$ cat src/rtl/uart_tx_serializer.sv
// UART transmit serializer: accepts a parallel payload over valid/ready and
// shifts it out LSB first, one bit per baud_tick, with optional parity and 1-2 stop bits.
module uart_tx_serializer #(
    parameter int DATA_BITS = 8,
    parameter int PARITY    = 0,
    parameter int STOP_BITS = 1
) (
    input  logic                 clk,
    input  logic                 rst,
    input  logic                 baud_tick,
    input  logic [DATA_BITS-1:0] in_data,
    input  logic                 in_valid,
    output logic                 in_ready,
    output logic                 tx,
    output logic                 busy,
    output logic                 done
);

    localparam int CW = $clog2(DATA_BITS + 1);
    localparam logic [CW-1:0] LAST_BIT_C = CW'(DATA_BITS);
    localparam logic STOP_LAST_C = (STOP_BITS == 2) ? 1'b1 : 1'b0;

    typedef enum logic [2:0] {
        ST_IDLE   = 3'd0,
        ST_SYNC   = 3'd1,
        ST_START  = 3'd2,
        ST_DATA   = 3'd3,
        ST_PARITY = 3'd4,
        ST_STOP   = 3'd5
    } state_t;

    // Odd parity is the complement of the payload XOR, even parity is the XOR itself.
    function automatic logic parity_f(input logic [DATA_BITS-1:0] d);
        if (PARITY == 2) begin
            parity_f = ^d;
        end else begin
            parity_f = ~^d;
        end
    endfunction

    state_t               state_r, state_s;
    logic                 tx_r, tx_s;
    logic                 ready_r, ready_s;
    logic                 done_r, done_s;
    logic                 busy_r, busy_s;
    logic [DATA_BITS-1:0] sh_r, sh_s;
    logic [CW-1:0]        bitcnt_r, bitcnt_s;
    logic                 par_r, par_s;
    logic                 stopcnt_r, stopcnt_s;

    // Next-state and next-output logic for the frame sequencer.
    always_comb begin
        state_s   = state_r;
        tx_s      = tx_r;
        ready_s   = ready_r;
        done_s    = 1'b0;
        sh_s      = sh_r;
        bitcnt_s  = bitcnt_r;
        par_s     = par_r;
        stopcnt_s = stopcnt_r;
        case (state_r)
            ST_IDLE: begin
                tx_s = 1'b1;
                // ready_r gates the accept so a tick or valid during reset recovery is ignored
                if (in_valid && ready_r) begin
                    sh_s      = in_data;
                    par_s     = parity_f(in_data);
                    bitcnt_s  = '0;
                    stopcnt_s = 1'b0;
                    ready_s   = 1'b0;
                    state_s   = ST_SYNC;
                end else begin
                    ready_s = 1'b1;
                end
            end
            ST_SYNC: begin
                if (baud_tick) begin
                    tx_s    = 1'b0;
                    state_s = ST_START;
                end else begin
                    state_s = ST_SYNC;
                end
            end
            ST_START: begin
                if (baud_tick) begin
                    tx_s     = sh_r[0];
                    sh_s     = {1'b0, sh_r[DATA_BITS-1:1]};
                    bitcnt_s = CW'(1);
                    state_s  = ST_DATA;
                end else begin
                    state_s = ST_START;
                end
            end
            ST_DATA: begin
                if (baud_tick) begin
                    if (bitcnt_r < LAST_BIT_C) begin
                        tx_s     = sh_r[0];
                        sh_s     = {1'b0, sh_r[DATA_BITS-1:1]};
                        bitcnt_s = bitcnt_r + CW'(1);
                    end else if (PARITY != 0) begin
                        tx_s    = par_r;
                        state_s = ST_PARITY;
                    end else begin
                        tx_s      = 1'b1;
                        stopcnt_s = 1'b0;
                        state_s   = ST_STOP;
                    end
                end else begin
                    state_s = ST_DATA;
                end
            end
            ST_PARITY: begin
                if (baud_tick) begin
                    tx_s      = 1'b1;
                    stopcnt_s = 1'b0;
                    state_s   = ST_STOP;
                end else begin
                    state_s = ST_PARITY;
                end
            end
            ST_STOP: begin
                if (baud_tick) begin
                    if (stopcnt_r == STOP_LAST_C) begin
                        done_s  = 1'b1;
                        ready_s = 1'b1;
                        state_s = ST_IDLE;
                    end else begin
                        stopcnt_s = stopcnt_r + 1'b1;
                    end
                end else begin
                    state_s = ST_STOP;
                end
            end
            default: begin
                tx_s    = 1'b1;
                ready_s = 1'b0;
                state_s = ST_IDLE;
            end
        endcase
        busy_s = (state_s != ST_IDLE);
    end

    // State and registered-output update with synchronous reset.
    always_ff @(posedge clk) begin
        if (rst) begin
            state_r   <= ST_IDLE;
            tx_r      <= 1'b1;
            ready_r   <= 1'b0;
            done_r    <= 1'b0;
            busy_r    <= 1'b0;
            sh_r      <= '0;
            bitcnt_r  <= '0;
            par_r     <= 1'b0;
            stopcnt_r <= 1'b0;
        end else begin
            state_r   <= state_s;
            tx_r      <= tx_s;
            ready_r   <= ready_s;
            done_r    <= done_s;
            busy_r    <= busy_s;
            sh_r      <= sh_s;
            bitcnt_r  <= bitcnt_s;
            par_r     <= par_s;
            stopcnt_r <= stopcnt_s;
        end
    end

    assign tx       = tx_r;
    assign in_ready = ready_r;
    assign busy     = busy_r;
    assign done     = done_r;

endmodule
$ cat config.mk
export PLATFORM = sky130hd
export DESIGN_NAME = uart_tx_serializer
export DESIGN_NICKNAME = d
export VERILOG_FILES = /design/src/rtl/uart_tx_serializer.sv
export SDC_FILE = /design/constraint.sdc
export NUM_CORES = 1
export LEC_CHECK = 0
export ABC_AREA = 1
export CAP_MARGIN = 0
export CORE_UTILIZATION = 55
export CTS_CLUSTER_SIZE = 25
export DETAILED_ROUTE_END_ITERATION = 10
export PLACE_DENSITY_LB_ADDON = 0.08
export SKIP_LAST_GASP = 1
export SYNTH_ARGS = -nofsm -noshare
export SYNTH_HDL_FRONTEND = slang
export SYNTH_SLANG_ARGS = --single-unit
$ cat constraint.sdc
create_clock -name clk -period 3.4 [get_ports clk]
set_input_delay 1.02 -clock clk [delete_from_list [all_inputs] [get_ports clk]]
set_output_delay 1.02 -clock clk [all_outputs]
set_load 0.02 [all_outputs]
==> reports/results.txt, run 1 <==
Cell at the slowest stage of the critical path = clkdlybuf4s50_1
CP top delay family = buffers and inverters
Warnings from Yosys = 0
Post-Syn Area per Cell = 6.699 sq um
Total Power = 635.1 uW
RSZ-0062 raised after global routing = no
Routed Antenna Nets = 0
Port bufs = 15
Final worst slack = 1105 ps
Hold_buf cts = 0
Yosys cell types = 25
Met2 Use GR = 41.67%
Critical Path RT = 2380 ps
Mapped Cells = 164
Critical Path Fanout Max = 3
GRT met1 Usage = 24.59%
Num CTS Buffers = 3
Slew @ Worst Pin = 414.9 ps
Crit path depth = 1
Avg Vias per Cell = 4.907
Die ar. = 2180 sq um
Cells on worst reg2reg path = 7
Tot GR Track Use = 23.08%
Die width = 46.69 um
Tmin final = 2295 ps
Die span in y = 46.69 um
Skew final = 2.815 ps
CP Capture Type = output pin
Synth Register Bits = 19
Initial antenna violation count = 0
Worst slack at placement = 1058 ps
Post-synthesis sequential area ratio = 34.62%
Critical path, cell by cell = clkdlybuf4s50_1
Worst hold path cell count = 2
Clock Sinks = 19
Fin Setup TNS = 0 ps
Worst min path class = reg2reg
Max-Cap Viols = 0
GRT overflow = 0
Final hold viol count = 0
Post-synth top flop = dfxtp_1
Total leakage power = 0.6291 nW
Total number of vias = 1006
DRT Wirelength = 2118 um
Pins Over Slew Limit = 0
WS Path Type = reg2out
Initial Util = 60.97%
F_max = 435.7 MHz
Setup crit start kind = flop
Via count of the first global-routing pass = 929
Max_slew headroom = 72.31%
I/O Pins = 16
IR drop worst, VDD = 0.3700 mV
Cell Rows = 15
Nets = 194
Met3 usage = 4.706%
Share of cells above drive strength 1 = 12.22%
CTS tree = done
First-pass GRT wire length = 3512 um
Clk buf depth = 2
CP Buf/Inv Count = 1
Final core utilization = 70.76%
Largest net degree at the start of global routing = 19
# resized after CTS = 0
Drt wl/cell = 10.33 um
Synth Cell Area = 1099 sq um
Clock Tree Root = clkbuf_4
Synthesized net count = 177
Clock-pin slew on the worst setup and hold paths = 100 ps
FFs w/ async S/R, synth = 0%
Hold_ws = 470.8 ps
Syn-to-layout area delta = 16.06%
Core area = 1802 sq um
Final setup violating endpoints = 0
DRC Markers = 0
Largest stage delay on the critical path = 620 ps
Routability Congestion = 0.8342
Post-CTS setup buffers = 0
PwrDens = 498.2 nW/um^2
Most frequent cells in the layout = nand2_1 (50), nor2_1 (24), inv_1 (20)
Skew-Pair Late Insertion Delay = 300 ps
CP startpoint = in_ready$_SDFFE_PP0P_
DR iter-0 viols = 11
Antenna cells = 0
Tcrit/Tclk final = 67.50%
Status = completed
Reg2reg start = state_r[1]$_SDFF_PP0_
CTS H-Tree Depth = 1
Commonest non-fill, non-tap cell in the layout = nand2_1
DP Wirelength = 1617 um
Gr busiest metal = met2
First drt pass iteration count = 5
Worst endpoint data arrival time = 1280 ps
Hold Startpoint = sh_r[7]$_SDFFE_PP0P_
Post-synth EDFFs = 0
## cell usage after synthesis, types with 2 or more instances
master / count / area (sq um)
a21oi_2: 2 / 17.52
o21ai_0: 4 / 20.02
nand2_4: 3 / 33.78
nand2_2: 4 / 25.02
nand2_1: 50 / 187.7
nor2_1: 24 / 90.09
o21bai_1: 2 / 15.01
nor2_2: 2 / 12.51
dfxtp_1: 19 / 380.4
o21ai_1: 6 / 30.03
nor3_1: 3 / 15.01
nand3_1: 8 / 40.04
inv_2: 3 / 11.26
nand3_2: 3 / 30.03
inv_1: 20 / 75.07
a21oi_1: 2 / 10.01
## metrics by stage
| step | std cells | area [sq um] |
|---|---|---|
| after CTS | 205 | 1275 |
| after floorplan | 164 | 1099 |
| final | 205 | 1275 |
| after detailed placement | 201 | 1249 |
| after global placement | 201 | 1249 |
| after global routing | 205 | 1275 |
## metal layers
metal,vias up,part of all wire [%]
met5,-,0
met4,0,2.4
met3,7,3.9
met2,24,48
met1,439,46
li1,536,-
## kinds of logic (layout without fill, tap and decap cells)
logic type      after synthesis  in the layout  share of synthesized area, %
fa+ha+maj                     1              1                         1.139
compound gates               17             17                         9.112
flops                        19             19                         34.62
buf+inv                      26             42                         10.70
simple gates                101            101                         44.42
## area by class of cell
cell class	count	area (sq um)
Multi-Input combinational cell	119	600.6
Timing Repair Buffer	15	150.1
Inverter	23	86.33
Fill cell	164	526.8
Clock buffer	4	26.28
Tap cell	25	31.28
Sequential cell	19	380.4
## registers in the layout (all words and copies together), names as in the netlist
register,flops
bitcnt_r,4
busy,1
done,1
in_ready,1
sh_r,8
state_r,3
tx,1
## worst reg2reg max path, stage by stage, from the launching register on
cell,delay [ps]
dfxtp_1,460
nand3_2,190
nand2_4,160
nand2_4,90
nand2_8,150
inv_1,80
nor2_1,100
nor2_1,60
## power breakdown
| part | leakage, nW | total (mW) | switching (mW) | internal (mW) |
|---|---|---|---|---|
| logic | 0.458 | 0.236 | 0.144 | 0.0918 |
| registers | 0.156 | 0.286 | 0.0240 | 0.262 |
| clock network | 0.0150 | 0.114 | 0.0679 | 0.0458 |
## path summary, 6_finish.rpt
path | slack, ps | endpoint
min | 470 | sh_r[7]$_SDFFE_PP0P_
max reg2reg | 2000 | bitcnt_r[3]$_SDFFE_PP0P_
max | 1100 | in_ready
min reg2reg | 470 | sh_r[7]$_SDFFE_PP0P_
Note: power is estimated with default switching activity, not from simulation.
==> run 2, diff against run 1 <==
- CORE_UTILIZATION: 55 -> 52
- clock period: 3.4 -> 2.2 ns (I/O delays scaled with it)
==> run 2 against run 1 <==
Against the previous run:
- first-iteration DRC count grew to 2.8 times the previous value
- final cell count up 1.5%
- core utilization decreased by 5.9 points
- clock skew increased by 5.3 ps
- design area increased by 0.79%
- sequential power grew 54%
- setup slack got worse by 860 ps
- routed wire length decreased by 2.8%
- flip-flop and latch count unchanged
- highest routed layer unchanged
==> reports/results.txt, run 2 (synthesized netlist as in run 1, its figures left out) <==
Critical Path RT = 1540 ps
Comb power frac = 36.9%
Design area = 1285 sq um
Tcrit/Tclk final = 88.87%
Routability Congestion = 0.9185
WL met2 = 981 um
Skew-Pair Late Insertion Delay = 290 ps
Top flop regs = sh_r x8, bitcnt_r x4, state_r x3
DRT Wirelength = 2058 um
Num CTS Buffers = 3
Int Power = 617.2 uW
Power share of the clock group = 18.0%
CP startpoint = in_ready$_SDFFE_PP0P_
First-pass GRT wire length = 3243 um
Hold_buf cts = 0
DRC Markers = 0
Clock-pin slew on the worst setup and hold paths = 110 ps
Fin Setup TNS = 0 ps
Skew final = 8.141 ps
# resized after CTS = 0
WS Path Type = reg2out
Core area = 1982 sq um
Max_slew headroom = 73.20%
Reg with most FFs = sh_r
IR drop worst, VDD = 0.4710 mV
Clk buf depth = 2
Largest register FFs = 8
Reg power frac = 45.1%
Port bufs = 15
RSZ-0062 raised after global routing = no
Total number of vias = 1017
Met3 WL post-DR = 93 um
Antenna cells = 0
Cell at the slowest stage of the critical path = clkdlybuf4s50_1
Largest stage delay on the critical path = 620 ps
Max-Cap Viols = 0
Commonest non-fill, non-tap cell in the layout = nand2_1
Critical Path End = in_ready
DP Wirelength = 1608 um
CP Buf/Inv Count = 1
Final hold viol count = 0
Slew @ Worst Pin = 401.6 ps
DR iter-0 viols = 31
WL met1 = 973 um
CP Capture Type = output pin
Post-CTS setup buffers = 0
Total leakage power = 0.6339 nW
GRT overflow = 0
Initial Util = 55.43%
First drt pass iteration count = 4
Cell Rows = 16
Sw power = 362.1 uW
Tot GR Track Use = 20.02%
Die span in y = 47.97 um
CTS H-Tree Depth = 1
Avg Vias per Cell = 4.889
Critical path, cell by cell = clkdlybuf4s50_1
Worst min path class = reg2reg
Reg2reg start = state_r[1]$_SDFF_PP0_
Crit path depth = 1
Largest net degree at the start of global routing = 19
PwrDens = 762.1 nW/um^2
Final setup violating endpoints = 0
Clock Tree Root = clkbuf_4
Die width = 47.97 um
Via count of the first global-routing pass = 802
Pins Over Slew Limit = 0
Top Layer Used = met4
I/O Pins = 16
Placed cell area = 1259 sq um
Nets = 195
Net Sw Frac = 36.97%
Setup crit start kind = flop
CP top delay family = buffers and inverters
Initial antenna violation count = 0
Most frequent cells in the layout = nand2_1 (50), nor2_1 (24), inv_1 (20)
Clock Sinks = 19
Worst endpoint data arrival time = 1300 ps
F_max = 511.5 MHz
Syn-to-layout area delta = 16.97%
R2r setup slk = 870 ps
Die ar. = 2301 sq um
Drt wl/cell = 9.894 um
FF-to-FF End = bitcnt_r[0]$_SDFFE_PP0P_
Cells on worst reg2reg path = 7
Status = completed
Routed Antenna Nets = 0
Share of cells above drive strength 1 = 12.71%
FILL cells = 181
Tmin final = 1955 ps
Critical Path Fanout Max = 3
CTS tree = done
==> run 2: cell types whose count changed in the layout (fill, tap and decap cells not counted) <==
cell	before	now
buf_4	0	1
==> run 2: worst min path at each step <==
| stage | start | endpoint | slack [ps] | cells past startpoint |
|---|---|---|---|---|
| 5_1_grt | sh_r[7]$_SDFFE_PP0P_ | sh_r[7]$_SDFFE_PP0P_ | 500 | 2 |
| 3_5_place_dp | sh_r[7]$_SDFFE_PP0P_ | sh_r[7]$_SDFFE_PP0P_ | 460 | 2 |
| 3_3_place_gp | sh_r[7]$_SDFFE_PP0P_ | sh_r[7]$_SDFFE_PP0P_ | 450 | 2 |
| 4_1_cts | sh_r[7]$_SDFFE_PP0P_ | sh_r[7]$_SDFFE_PP0P_ | 470 | 2 |
| 6_report | sh_r[7]$_SDFFE_PP0P_ | sh_r[7]$_SDFFE_PP0P_ | 470 | 2 |
| 2_1_floorplan | sh_r[7]$_SDFFE_PP0P_ | sh_r[7]$_SDFFE_PP0P_ | 440 | 2 |
==> run 2: area by class of cell <==
class	instances	area [sq um]	share of cell area (%)
clock buffer	4	26.28	2.045
inverter	23	86.33	6.719
multi-input combinational	119	600.6	46.74
sequential	19	380.4	29.60
tap	27	33.78	2.629
timing repair buffer	16	157.7	12.27
==> run 2: layer usage <==
| metal | vias to the layer above | global-route usage, % |
|---|---|---|
| li1 | 540 | - |
| met1 | 445 | 27.79 |
| met2 | 30 | 31.35 |
| met3 | 2 | 4.906 |
| met4 | 0 | 4.444 |
| met5 | - | 0 |
==> run 2: worst min-delay path: stages (launching register included) <==
cell and delay, ps:
dfxtp_1 330, nand2_2 70, a21oi_2 40
==> run 2: power by group through the flow <==
| stage | logic [mW] | registers [mW] | clock network (mW) |
|---|---|---|---|
| after floorplan | 0.285 | 0.453 | 0 |
| after global placement | 0.354 | 0.446 | 0 |
| after detailed placement | 0.365 | 0.449 | 0 |
| after CTS | 0.367 | 0.442 | 0.180 |
| after global routing | 0.412 | 0.450 | 0.196 |
| final | 0.361 | 0.441 | 0.176 |
==> run 2: stage by stage <==
step / std cells / hold slack (ps) / utilization, % / setup WS [ps] / power [mW]
5_1_grt: 208 / 502.2 / 64.84 / 207.0 / 1.058
6_report: 208 / 472.0 / 64.84 / 244.9 / 0.9793
2_1_floorplan: 164 / 438.0 / - / 722.9 / 0.7377
3_5_place_dp: 204 / 457.1 / 63.51 / 266.8 / 0.8141
4_1_cts: 208 / 473.8 / 64.84 / 234.6 / 0.9890
3_3_place_gp: 204 / 452.7 / 63.51 / 303.1 / 0.8004
